$ cat config.mk
export PLATFORM = sky130hd
export DESIGN_NAME = uart_tx_flat
export DESIGN_NICKNAME = d
export VERILOG_FILES = /design/src/rtl/uart_tx_pkg.sv /design/src/rtl/uart_tx_if.sv /design/src/rtl/uart_tx.sv /design/src/flat_wrapper.sv
export SDC_FILE = /design/constraint.sdc
export NUM_CORES = 1
export LEC_CHECK = 0
export ABC_AREA = 1
export CORE_MARGIN = 2
export CORE_UTILIZATION = 55
export DETAILED_ROUTE_END_ITERATION = 10
export PLACE_DENSITY = 0.81
export SLEW_MARGIN = 10
export SYNTH_ARGS = -nofsm -noshare
export SYNTH_HDL_FRONTEND = slang
export SYNTH_SLANG_ARGS = --single-unit
$ cat constraint.sdc
create_clock -name clk -period 2.17 [get_ports clk]
set_input_delay 0.651 -clock clk [delete_from_list [all_inputs] [get_ports clk]]
set_output_delay 0.651 -clock clk [all_outputs]
set_load 0.005 [all_outputs]
$ cat src/rtl/uart_tx_pkg.sv
// Shared definitions for the UART transmitter: FSM state encoding,
// bit timing constant and counter sizing helper.
package uart_tx_pkg;

    // 16x oversampling: one data bit lasts this many baud ticks
    localparam int TICKS_PER_BIT = 16;

    localparam logic HIGH = 1'b1;
    localparam logic LOW  = 1'b0;

    typedef enum logic [1:0] {
        ST_IDLE  = 2'd0,
        ST_START = 2'd1,
        ST_DATA  = 2'd2,
        ST_STOP  = 2'd3
    } state_e;

    // Tick counter must reach both 15 (bit cells) and STOP_TICKS-1 (stop cell)
    function automatic int tick_cnt_width(input int stop_ticks);
        int w;
        w = $clog2(stop_ticks);
        return (w > 4) ? w : 4;
    endfunction

endpackage

$ cat src/rtl/uart_tx_if.sv
// FIFO-side and line-side signals of the UART transmitter.
// master: the transmitter; slave: the FIFO / baud source / line consumer.
interface uart_tx_if #(
    parameter int WORD_WIDTH = 8
);
    logic                  tick;
    logic                  fifo_empty;
    logic [WORD_WIDTH-1:0] fifo_rdata;
    logic                  fifo_rd;
    logic                  tx;
    logic                  tx_busy;
    logic                  tx_done;

    modport master (
        input  tick, fifo_empty, fifo_rdata,
        output fifo_rd, tx, tx_busy, tx_done
    );

    modport slave (
        output tick, fifo_empty, fifo_rdata,
        input  fifo_rd, tx, tx_busy, tx_done
    );
endinterface

$ cat src/rtl/uart_tx.sv
// UART transmitter: pops a word from a first-word-fall-through FIFO when
// idle and sends start bit, WORD_WIDTH data bits LSB first, and a stop
// period of STOP_TICKS baud ticks. All timing is driven by the 16x tick.
module uart_tx
    import uart_tx_pkg::*;
#(
    parameter int WORD_WIDTH = 8,
    parameter int STOP_TICKS = 16
) (
    input  logic      clk,
    input  logic      reset,
    uart_tx_if.master bus
);

    localparam int TW = tick_cnt_width(STOP_TICKS);
    localparam int BW = (WORD_WIDTH > 1) ? $clog2(WORD_WIDTH) : 1;

    localparam logic [TW-1:0] TICK_LAST = TW'(TICKS_PER_BIT - 1);
    localparam logic [TW-1:0] STOP_LAST = TW'(STOP_TICKS - 1);
    localparam logic [BW-1:0] BIT_LAST  = BW'(WORD_WIDTH - 1);

    state_e                state_q, state_d;
    logic [TW-1:0]         tick_cnt_q, tick_cnt_d;
    logic [BW-1:0]         bit_cnt_q, bit_cnt_d;
    logic [WORD_WIDTH-1:0] shift_q, shift_d;
    logic                  tx_q, tx_d;
    logic                  busy_q, busy_d;
    logic                  pop;
    logic                  frame_end;

    // Next-state, datapath and Mealy strobes; tx/busy are precomputed from
    // the next state so the registered copies change on the transition edge
    always_comb begin
        state_d    = state_q;
        tick_cnt_d = tick_cnt_q;
        bit_cnt_d  = bit_cnt_q;
        shift_d    = shift_q;
        pop        = 1'b0;
        frame_end  = 1'b0;

        case (state_q)
            ST_IDLE: begin
                pop = ~bus.fifo_empty & ~reset;
                if (pop) begin
                    shift_d    = bus.fifo_rdata;
                    tick_cnt_d = '0;
                    bit_cnt_d  = '0;
                    state_d    = ST_START;
                end
            end
            ST_START: begin
                if (bus.tick) begin
                    if (tick_cnt_q == TICK_LAST) begin
                        tick_cnt_d = '0;
                        bit_cnt_d  = '0;
                        state_d    = ST_DATA;
                    end else begin
                        tick_cnt_d = tick_cnt_q + TW'(1);
                    end
                end
            end
            ST_DATA: begin
                if (bus.tick) begin
                    if (tick_cnt_q == TICK_LAST) begin
                        tick_cnt_d = '0;
                        shift_d    = shift_q >> 1;
                        if (bit_cnt_q == BIT_LAST) begin
                            bit_cnt_d = '0;
                            state_d   = ST_STOP;
                        end else begin
                            bit_cnt_d = bit_cnt_q + BW'(1);
                        end
                    end else begin
                        tick_cnt_d = tick_cnt_q + TW'(1);
                    end
                end
            end
            ST_STOP: begin
                if (bus.tick) begin
                    if (tick_cnt_q == STOP_LAST) begin
                        tick_cnt_d = '0;
                        bit_cnt_d  = '0;
                        frame_end  = ~reset;
                        state_d    = ST_IDLE;
                    end else begin
                        tick_cnt_d = tick_cnt_q + TW'(1);
                    end
                end
            end
            default: state_d = ST_IDLE;
        endcase

        case (state_d)
            ST_START: tx_d = LOW;
            ST_DATA:  tx_d = shift_d[0];
            default:  tx_d = HIGH;
        endcase
        busy_d = (state_d != ST_IDLE);
    end

    // State and datapath registers; reset abandons any frame in flight
    always_ff @(posedge clk) begin
        if (reset) begin
            state_q    <= ST_IDLE;
            tick_cnt_q <= '0;
            bit_cnt_q  <= '0;
            shift_q    <= '0;
            tx_q       <= HIGH;
            busy_q     <= LOW;
        end else begin
            state_q    <= state_d;
            tick_cnt_q <= tick_cnt_d;
            bit_cnt_q  <= bit_cnt_d;
            shift_q    <= shift_d;
            tx_q       <= tx_d;
            busy_q     <= busy_d;
        end
    end

    assign bus.fifo_rd = pop;
    assign bus.tx      = tx_q;
    assign bus.tx_busy = busy_q;
    assign bus.tx_done = frame_end;

endmodule
$ cat src/flat_wrapper.sv
// flat-port wrapper written by rule: the top's interface ports become plain ports
module uart_tx_flat import uart_tx_pkg::*;
#(
    parameter int WORD_WIDTH = 8,
    parameter int STOP_TICKS = 16
)
  (clk, reset, bus_tick, bus_fifo_empty, bus_fifo_rdata, bus_fifo_rd, bus_tx, bus_tx_busy, bus_tx_done);
  uart_tx_if #(.WORD_WIDTH(WORD_WIDTH)) bus_i ();
  input  logic clk;
  input  logic reset;
  input wire logic [$bits(bus_i.tick)-1:0] bus_tick;
  input wire logic [$bits(bus_i.fifo_empty)-1:0] bus_fifo_empty;
  input wire logic [$bits(bus_i.fifo_rdata)-1:0] bus_fifo_rdata;
  output wire logic [$bits(bus_i.fifo_rd)-1:0] bus_fifo_rd;
  output wire logic [$bits(bus_i.tx)-1:0] bus_tx;
  output wire logic [$bits(bus_i.tx_busy)-1:0] bus_tx_busy;
  output wire logic [$bits(bus_i.tx_done)-1:0] bus_tx_done;
  assign bus_i.tick = bus_tick;
  assign bus_i.fifo_empty = bus_fifo_empty;
  assign bus_i.fifo_rdata = bus_fifo_rdata;
  assign bus_fifo_rd = bus_i.fifo_rd;
  assign bus_tx = bus_i.tx;
  assign bus_tx_busy = bus_i.tx_busy;
  assign bus_tx_done = bus_i.tx_done;
  uart_tx #(.WORD_WIDTH(WORD_WIDTH), .STOP_TICKS(STOP_TICKS)) u_core (.clk(clk), .reset(reset), .bus(bus_i));
endmodule
==> metrics.csv <==
stage,metric,value,unit
run_status,status,"complete, no violations",
floorplanning,core,1690,sq um
placement,port_buffers,15,
floorplanning,start_util,0.574,
synthesis,yosysSeqAreaShare,0.392,
pwr,power.density,534,nW/um^2
timing,rsz0062_at_grt,no,
timing,fmax,479,MHz
floorplanning,rows,15,
route,drt-wirelength-per-cell,12.5,um
timing,drv_slew,0,
clocking,cts_hold_buffers,0,
global_route,grt_overflow_total,0,
clocking,clkTransAtPathRegs,0.11,ns
worst_setup_path,worstPathArrival,1.44,ns
pwr,p_leak,0.535,nW
placement,dp_cells,175,
timing,post-route-period-util,0.961,
global_route,grt.total_usage,0.256,
route,vias,1033,
synthesis,syn_nets,150,
route,antenna_left,0,
worst_setup_path,worstPathRequired,1.52,ns
clocking,cts-root-buf,clkbuf_4,
finish,drive_above_1_share,0.238,
timing,finalHoldViolations,0,
worst_setup_path,path_cells,dlygate4sd2_1 -> inv_2 -> nor2_4 -> nand3_2 -> nor2_1 -> clkdlybuf4s15_1,
timing,worst_slew_pin_slew,0.363,ns
timing,period_needed,2.09,ns
placement,dp_hpwl,1.66,mm
timing,finalSetupViolCount,0,
clocking,clockBufferDepth,2,
floorplanning,die-area,2120,sq um
timing,hold_ws,0.472,ns
timing,finalSetupTns,0,ns
worst_setup_path,cp-end-kind,output port,
clocking,tritoncts,yes,
global_route,antenna_found_initial,0,
synthesis,synthCells,135,
route,wirelength,2.31,mm
placement,gp_congestion,0.860,
finish,diodes,0,
floorplanning,io-pin-count,16,
clocking,clkSinkCount,19,
finish,mostFrequentLayoutCell,nand2_1,
worst_setup_path,crit_slowest_cell,dlygate4sd2_1,
route,drc,0,
pwr,peakVddDrop,450,uV
synthesis,syn_area_per_cell,7.18,sq um
floorplanning,die_h,46.0,um
synthesis,synth-warning-count,0,
global_route,first_global_vias,934,
route,firstDrtPassIters,4,
route,viasPerCell,5.58,
pwr,power.total,696,uW
synthesis,yosysUniqueCellTypes,20,
timing,relSlewSlack,0.758,
worst_setup_path,start_kind,input port,
route,first_iter_violations,33,
global_route,grt_max_degree,20,
timing,setup_ws,0.0836,ns
global_route,grt_pass1_wl,3.82,mm
finish,final_cell_mix,"32 x nand2_1, 17 x buf_4, 17 x dfxtp_1",
worst_setup_path,critPathMaxFanout,2,
finish,nets,184,
clocking,clock_latency,0.30,ns
worst_hold_path,hold_class,register to register,
finish,area_delta_synth_final,34.5,%
timing,clock-skew-final,0.00382,ns
finish,fin_cells,185,
floorplanning,die_w,46.0,um
placement,place_ws,-0.491,ns
worst_setup_path,cpPeakStageDelay,0.24,ns
synthesis,netlist_area,970,sq um
clocking,cts-htree-levels,1,
run,maxCapViolations,0,
clocking,cts-buffers-inserted,3,
synthesis,ys_ff_latch,19,
worst_setup_path,path_class,input port to output port,
critical path, delay by kind of cell:
family / cells / cell delay (ns)
and+or+nand+nor: 3 / 0.28
buffers and inverters: 3 / 0.50
path summary, 6_finish.rpt:
kind / from / end / slack, ns / depth (start not counted)
worst min register to register: u_core.shift_q[7] / u_core.shift_q[7] / 0.47 / 2
worst min-delay path: u_core.shift_q[7] / u_core.shift_q[7] / 0.47 / 2
worst max register to register: u_core.state_q[0] / u_core.tick_cnt_q[2] / 0.22 / 12
worst max-delay path: bus_tick / bus_tx_done / 0.08 / 6
synthesized netlist by cell type:
master     n  area, sq um
nand2_2    4         25.0
nand3_1   16         80.1
a31oi_1    6         37.5
o21ai_2    1         8.76
xor2_1     1         8.76
clkbuf_1   2         7.51
inv_2      1         3.75
nor2_4     2         22.5
a21oi_1   12         60.1
ha_1       3         37.5
nand4_1    1         6.26
nand2_1   32          120
buf_4      1         7.51
nor2_2     2         12.5
inv_1      9         33.8
nor3_1     1         5.00
nand3_2    4         40.0
nor2_1    14         52.6
dfxtp_1   19          380
o21ai_0    4         20.0
power breakdown:
group	switching, mW	internal [mW]
Clock	0.117	0.0687
Sequential	0.0122	0.363
Combinational	0.0684	0.0667
Total	0.198	0.499
what timing repair did:
item / 4_1_cts / 5_1_grt
buffers inserted: 5 / 1
pin swaps: 1 / 0
endpoints found under the setup margin: 2 / 1
resized for setup: 10 / 5
cell type report:
cell class	instances	area, sq um
Tap cell	17	21.3
Clock buffer	3	22.5
Fill cell	131	385
Timing Repair Buffer	32	275
Multi-Input combinational cell	103	557
Inverter	10	37.5
Sequential cell	19	385
Clock inverter	1	5.00
registers in the layout (all words and copies together), names as in the netlist:
signal              flops
u_core.bus.tx_busy      1
u_core.bit_cnt_q        3
u_core.bus.tx           1
u_core.shift_q          8
u_core.tick_cnt_q       4
u_core.state_q          2
layer usage:
metal,track usage,share of wire,vias to the layer above
li1,-,-,520
met5,0,0,-
met2,0.458,0.50,39
met4,0.0857,0.010,0
met1,0.300,0.44,470
met3,0.0476,0.053,4
logic make-up (layout without fill, tap and decap cells):
family	count (synthesis)	after routing	synth area share
simple gates	76	76	0.375
flops	19	19	0.392
compound gates	23	23	0.130
fa+ha+maj	3	3	0.0387
xor+xnor	1	1	0.00903
buf+inv	13	46	0.0542
per-stage QoR:
| step | instance area (sq um) | util |
|---|---|---|
| global route | 1300 | 0.772 |
| detailed placement | 1210 | 0.716 |
| floorplan | 970 | - |
| finish | 1300 | 0.772 |
| CTS | 1270 | 0.753 |
| global placement | 1210 | 0.716 |
Note: power is estimated with default switching activity, not from simulation.
==> variant, RTL diff (config.mk and constraints unchanged) <==
Change the package constant `TICKS_PER_BIT` from 16 to 8.
--- a/src/rtl/uart_tx_pkg.sv
+++ b/src/rtl/uart_tx_pkg.sv
@@ -5,3 +5,3 @@
     // 16x oversampling: one data bit lasts this many baud ticks
-    localparam int TICKS_PER_BIT = 16;
+    localparam int TICKS_PER_BIT = 8;
 
Behaviour: not the same (a bounded check fails within 10 cycles, from zero or initial values and one cycle with reset high).
==> variant against the original RTL <==
Cell area is 11% higher. Via count is 5.7% higher. Power is 2.3% higher. Combinational power is 5% higher. Routed wire length is 8.3% higher. Worst setup slack worse by 16 ps. Sequential cell count stayed put. Cell count is 15% higher. Area after synthesis is 19% higher. Clock skew hardly changed. Largest cell class unchanged.
==> variant: results (changes against the original RTL) <==
| Metric | Value |
|---|---|
| Status | `completed (unchanged)` |
| Worst hold margin | `484 ps (was 472 ps)` |
| GP Congestion | `0.836 (was 0.860)` |
| FILL cells | `145 (was 131)` |
| Int Power | `0.502 mW (was 0.499 mW)` |
| CP max-delay cell | `dfxtp_2 (was dlygate4sd2_1)` |
| Pin count of the biggest net entering global routing | `14 (was 20)` |
| R2r endpoint | `u_core.bus.tx$_SDFF_PP1_ (was u_core.tick_cnt_q[2]$_SDFFE_PP0P_)` |
| Synth top area cells | `dfxtp_1 33%, a21oi_1 9.1%, nand2_1 8.8% (was dfxtp_1 39%, nand2_1 12%, nand3_1 8.3%)` |
| Global-route wire length before repair | `4410 um (was 3820 um)` |
| Lkg Pwr | `0.635 nW (was 0.535 nW)` |
| Vias in the first global route | `1,068 (was 934)` |
| Final net count | `207 (was 184)` |
| R2R setup slack | `470 ps (was 220 ps)` |
| Drt wl/cell | `11.7 um (was 12.5 um)` |
| Clk Latency, worst-skew pair | `320 ps (was 300 ps)` |
| Worst-case hold path end point | `u_core.bit_cnt_q[1]$_SDFFE_PP0P_ (was u_core.shift_q[7]$_SDFFE_PP0P_)` |
| Worst slew margin | `0.839 (was 0.758)` |
| Post-Syn Nets | `176 (was 150)` |
| Remaining antenna violation count | `0 (unchanged)` |
| Dpl hpwl | `1910 um (was 1660 um)` |
| Fraction of layout cells with a size suffix above 1 | `0.290 (was 0.238)` |
| Largest regs | `u_core.shift_q (8), u_core.tick_cnt_q (4), u_core.bit_cnt_q (3) (unchanged)` |
| Min-delay src | `u_core.bit_cnt_q[1]$_SDFFE_PP0P_ (was u_core.shift_q[7]$_SDFFE_PP0P_)` |
| Total GRT Usage | `0.233 (was 0.256)` |
| Post-DR vias/cell | `5.13 (was 5.58)` |
| Iter 0 DRT Violations | `18 (was 33)` |
| Top cells by count, synth | `27 x nand2_1, 21 x a21oi_1, 19 x dfxtp_1 (was 32 x nand2_1, 19 x dfxtp_1, 16 x nand3_1)` |
| Switching pwr | `0.211 mW (was 0.198 mW)` |
| Reg2Reg Depth | `11 (was 12)` |
| Crit path max fanout | `4 (was 2)` |
| Worst Clk Skew | `3.46 ps (was 3.82 ps)` |
| Setup crit end | `bus_fifo_rd (was bus_tx_done)` |
| Sequential Power Share | `0.529 (was 0.539)` |
| Worst-case vdd ir drop | `0.312 mV (was 0.450 mV)` |
| Comb group | `0.142 mW (was 0.135 mW)` |
| CP peak stage delay | `380 ps (was 240 ps)` |
| Sequential area share after synthesis | `0.329 (was 0.392)` |
| Critical path origin | `u_core.state_q[0]$_SDFF_PP0_ (was bus_tick)` |
==> variant: cell count changes after synthesis, moves of 3 or more <==
cell	before	now
a21oi_1	12	21
a31oi_1	6	0
buf_6	0	3
ha_1	3	8
inv_1	9	12
inv_2	1	5
nand2_1	32	27
nand2_2	4	11
nand3_1	16	8
o21ai_1	0	5
==> variant: cell families after synthesis <==
group	share of synthesized area
AOI/OAI and AO/OA	0.160
xor gates and xnor gates	0.00757
adders and majority gates	0.0865
buffers and inverters	0.0930
DFF	0.329
and+or+nand+nor	0.324
==> variant: through the flow <==
stage / std cells / cell area (um2) / setup WS, ps / TNS [ps]
after floorplan: 156 / 1160 / 460 / 0
after global placement: 207 / 1400 / -412 / -959
after detailed placement: 207 / 1400 / -454 / -1000
after CTS: 213 / 1450 / 11.8 / 0
after global routing: 213 / 1450 / 20.3 / 0
final: 213 / 1450 / 67.7 / 0
==> variant: routing by layer <==
| layer | part of all wire | global-route usage | vias to the layer above |
|---|---|---|---|
| li1 | - | - | 572 |
| met1 | 0.44 | 0.273 | 490 |
| met2 | 0.50 | 0.393 | 25 |
| met3 | 0.041 | 0.0485 | 5 |
| met4 | 0.018 | 0.125 | 0 |
| met5 | 0 | 0 | - |
==> variant: area by class of cell <==
cell class                 count  share of cell area
multi-input combinational    115               0.468
clock inverter                 1             0.00346
tap                           27              0.0234
sequential                    19               0.265
clock buffer                   3              0.0156
inverter                      17              0.0442
timing repair buffer          31               0.180
==> variant: repair_timing <==
item / 4_1_cts / 5_1_grt
endpoints found under the setup margin: 2 / 1
pin swaps: 2 / 0
gates resized for setup: 12 / 1
buffers inserted: 2 / 0
